`config.mk`:
```
export PLATFORM = sky130hd
export DESIGN_NAME = diff_apply
export DESIGN_NICKNAME = d
export VERILOG_FILES = /design/src/rtl/diff_apply.sv
export SDC_FILE = /design/constraint.sdc
export NUM_CORES = 1
export LEC_CHECK = 0
export ABC_AREA = 1
export CAP_MARGIN = 20
export CELL_PAD_IN_SITES_DETAIL_PLACEMENT = 1
export CELL_PAD_IN_SITES_GLOBAL_PLACEMENT = 1
export CORE_MARGIN = 2
export CORE_UTILIZATION = 35
export CTS_CLUSTER_DIAMETER = 30
export DETAILED_ROUTE_END_ITERATION = 6
export PLACE_DENSITY = 0.83
export RECOVER_POWER = 25
export SETUP_SLACK_MARGIN = 0.02
export SYNTH_ARGS = -nofsm -noshare
export SYNTH_HDL_FRONTEND = slang
export SYNTH_SLANG_ARGS = --single-unit
```
`constraint.sdc`:
```
create_clock -name clk -period 2.19 [get_ports clk]
set_clock_uncertainty 0.05 [all_clocks]
set_input_delay 0.219 -clock clk [delete_from_list [all_inputs] [get_ports clk]]
set_output_delay 0.219 -clock clk [all_outputs]
set_load 0.02 [all_outputs]
```
`src/rtl/diff_apply.sv`:
```
// diff_apply: rebuilds word B from reference word A plus the ascending list of
// bit positions where A and B differ. Each token toggles one bit of the
// accumulator. The value WIDTH is the "no difference" terminator.
module diff_apply #(
  parameter int WIDTH = 32,
  parameter int IDXW  = 6
) (
  input  logic             clk,
  input  logic             rst,
  input  logic             start,
  input  logic [WIDTH-1:0] base,
  input  logic             idx_valid,
  input  logic [IDXW-1:0]  idx,
  input  logic             idx_last,
  output logic             idx_ready,
  output logic             out_valid,
  output logic [WIDTH-1:0] result,
  input  logic             out_ready,
  output logic             busy,
  output logic [IDXW-1:0]  flip_cnt,
  output logic             err
);

  typedef enum logic [1:0] {IDLE, COLLECT, DONE} state_t;

  // The sentinel index must be representable in IDXW bits (WIDTH < 2**IDXW).
  localparam logic [IDXW-1:0] SENT = IDXW'(WIDTH);

  state_t           state, state_nxt;
  logic [WIDTH-1:0] acc;
  logic [IDXW-1:0]  prev_idx;
  logic             have_prev;
  logic             load, tok_acc;
  logic             in_range, ascend, do_flip, set_err;

  // State register; reset drops any sequence that is in flight.
  always_ff @(posedge clk or posedge rst) begin
    if (rst) state <= IDLE;
    else     state <= state_nxt;
  end

  // Next-state logic and handshake outputs.
  always_comb begin
    state_nxt = state;
    load      = 1'b0;
    tok_acc   = 1'b0;
    idx_ready = 1'b0;
    out_valid = 1'b0;
    busy      = 1'b0;
    case (state)
      IDLE: begin
        if (start) begin
          load      = 1'b1;
          state_nxt = COLLECT;
        end
      end
      COLLECT: begin
        idx_ready = 1'b1;
        busy      = 1'b1;
        if (idx_valid) begin
          tok_acc = 1'b1;
          // The final token ends the sequence even when it is malformed.
          if (idx_last) state_nxt = DONE;
        end
      end
      DONE: begin
        out_valid = 1'b1;
        busy      = 1'b1;
        if (out_ready) state_nxt = IDLE;
      end
      default: state_nxt = IDLE;
    endcase
  end

  // Classify the token. A legal flip must be in range and strictly above the
  // previous flip, which also caps flip_cnt at WIDTH. The terminator is legal
  // only when it is the last token. Any other token raises err.
  always_comb begin
    in_range = (idx < SENT);
    ascend   = !have_prev || (idx > prev_idx);
    do_flip  = tok_acc && in_range && ascend;
    set_err  = tok_acc && !do_flip && !((idx == SENT) && idx_last);
  end

  // Accumulator, flip count, ascent tracking and sticky error.
  always_ff @(posedge clk or posedge rst) begin
    if (rst) begin
      acc       <= '0;
      flip_cnt  <= '0;
      err       <= 1'b0;
      prev_idx  <= '0;
      have_prev <= 1'b0;
    end else if (load) begin
      acc       <= base;
      flip_cnt  <= '0;
      err       <= 1'b0;
      prev_idx  <= '0;
      have_prev <= 1'b0;
    end else begin
      if (do_flip) begin
        acc       <= acc ^ (WIDTH'(1) << idx);
        flip_cnt  <= flip_cnt + IDXW'(1);
        prev_idx  <= idx;
        have_prev <= 1'b1;
      end
      if (set_err) err <= 1'b1;
    end
  end

  assign result = acc;

endmodule

```
==> metrics <==
Yosys reg bits 48; storage element area 1200 µm²; post-synthesis sequential area ratio 35.6%; die height 102 µm; initial antenna violation count 0; flop-to-flop setup slack 290 ps; fin crit share 90.6%; length of the first detailed-routing pass in iterations 4; pre-CTS setup slack -30.7 ps; fillers 1,219; Max clock buf depth 2; Fin Setup TNS 0 ps; DIE AREA 10,400 µm²; clock transition at the registers of the reported paths 90 ps; # diodes 0; DR WL/cell 15.3 µm; Initial DRC Count 79; Mapped Area 3370 µm²; Pwr Total 5.43 mW; Routed Antenna Nets 0; dpl hpwl 8020 µm; worst vdd ir 0.431 mV; status complete, no violations; unrepaired setup endpoints after global routing false; global route overflow 0; crit-path max cell delay 630 ps; TritonCTS clock tree built; P&R area growth vs syn 33.8%; Slowest-stage cell, CP clkdlybuf4s50_1; Max Cap Violations 0; Final WS setup 207 ps; # IOs 86; CP required 1920 ps; CP endpoint kind primary output; share of layout cells above drive strength 1 6.47%; Post-Route WL 10,900 µm; first-pass GRT wire length 18,200 µm; Vias per Instance 5.13; normalized max-slew margin 19.8%; RePlAce Congestion 0.871; post-layout min period 1980 ps; final hold violation count 0; Sink Count 48; CP Max Fanout 4; hold_buf cts 0; post-CTS setup buffers 0; final setup fails 0; worst hold path class in -> async; Critical Path Start Type flip-flop; Max Freq 0.504 GHz; # DRC 0; CP Class reg -> out; area of the multi-input gates 1860 µm²; Slew Limit Fails 0; Port Buffer Count 85; CP delay by family, top buffers and inverters; Die Wd 102 µm; Global Route Usage Sum 21.7%; Nets 641; Syn Area/Cell 6.73 µm²; worst-skew pair later-pin latency 310 ps; H-tree depth 2; row cnt 35; crit path DAT 1710 ps; Buf/Inv on CP 2; CTS buffer count 5; Clock Tree Root clkbuf_8; synthesis warning total 0; vias in the first global route 3,842; worst slew pin tran 1200 ps; largest net degree at the start of global routing 41; Fin Hold WS 164 ps; cells after synthesis 501; worst path cell trace inv_1 > ha_1 > clkdlybuf4s50_1; Power Density 1200 nW/µm²; core footprint 9280 µm²; Synth cell types 23; post-CTS resize count 0; via count 3,675; Initial Util 36.3%; net count after synthesis 556; LEAKAGE 2.33 nW
-- kinds of logic (layout without fill, tap and decap cells) --
kind of cell,after synthesis,count (layout),synth area share (%)
simple gates,338,338,44.1
buf+inv,73,159,9.35
flops,48,48,35.6
compound gates,29,29,6.31
fa+ha+maj,11,11,4.08
xor+xnor,2,2,0.519
-- cell usage in the layout (no fill, tap or decap), drive strengths merged --
cell and instances:
xor2 2, nand3 118, nand2 182, o21bai 14, dfrtp 48, a21o 8
ha 11, clkdlybuf4s50 84, a31oi 1, a21oi 3, o221ai 1, inv 43
nor2 22, dlygate4sd3 1, buf 20, clkbuf 8, clkinv 3, nand4 16
a31o 2
-- synthesized netlist by cell type --
master	n	area, µm²
a21o_1	8	60.1
a21oi_1	3	15.0
a31o_2	2	17.5
a31oi_1	1	6.26
buf_1	6	22.5
buf_2	15	75.1
buf_6	3	33.8
clkbuf_1	5	18.8
clkinv_1	1	3.75
dfrtp_1	48	1200
ha_1	11	138
inv_1	43	161
nand2_1	178	668
nand2_2	2	12.5
nand2_4	2	22.5
nand3_1	118	591
nand4_1	16	100
nor2_1	19	71.3
nor2_2	2	12.5
nor2_4	1	11.3
o21bai_1	14	105
o221ai_1	1	8.76
xor2_1	2	17.5
-- stage by stage --
step	cell area [µm²]	cells	util [%]
floorplan	3370	501	-
global placement	4430	708	47.7
detailed placement	4430	708	47.7
CTS	4520	716	48.7
global route	4510	716	48.6
finish	4510	716	48.6
-- sequential cells by signal, indices dropped and copies added, names as in the netlist --
register and count:
flip_cnt 6, err 1, have_prev 1, result 32, state 2, prev_idx 6
-- report_power, final --
| group | internal, mW | leakage [nW] | total (mW) | switching (mW) |
|---|---|---|---|---|
| Clock | 0.253 | 0.0510 | 0.586 | 0.333 |
| Sequential | 1.28 | 0.632 | 1.70 | 0.415 |
| Combinational | 1.39 | 1.64 | 3.15 | 1.76 |
| Total | 2.92 | 2.33 | 5.43 | 2.51 |
-- area by class of cell --
cell class	instances	area share, %
clock buffers	6	1.83
multi-input cells	380	41.2
clock inverters	2	0.222
flip-flops and latches	48	26.6
well taps	129	3.58
inverters	44	3.66
repair buffers	107	22.9
-- worst paths after layout --
| check | start | to | depth (start not counted) |
|---|---|---|---|
| min in group clk | prev_idx[4] | prev_idx[4] | 2 |
| max in group asynchronous | rst | result[12] | 3 |
| hold reg to reg | prev_idx[4] | prev_idx[4] | 2 |
| setup / recovery | state[1] | idx_ready | 3 |
| hold / removal | rst | state[0] | 2 |
| setup reg to reg | prev_idx[5] | result[3] | 13 |
-- per-layer routing --
| metal | vias up | part of all wire [%] | GRT usage, % |
|---|---|---|---|
| met5 | - | 0 | 0 |
| li1 | 1800 | - | - |
| met3 | 6 | 3.0 | 2.53 |
| met1 | 1809 | 44 | 27.1 |
| met2 | 60 | 52 | 40.8 |
| met4 | 0 | 0.72 | 3.38 |
Note: power is estimated with default switching activity, not from simulation.
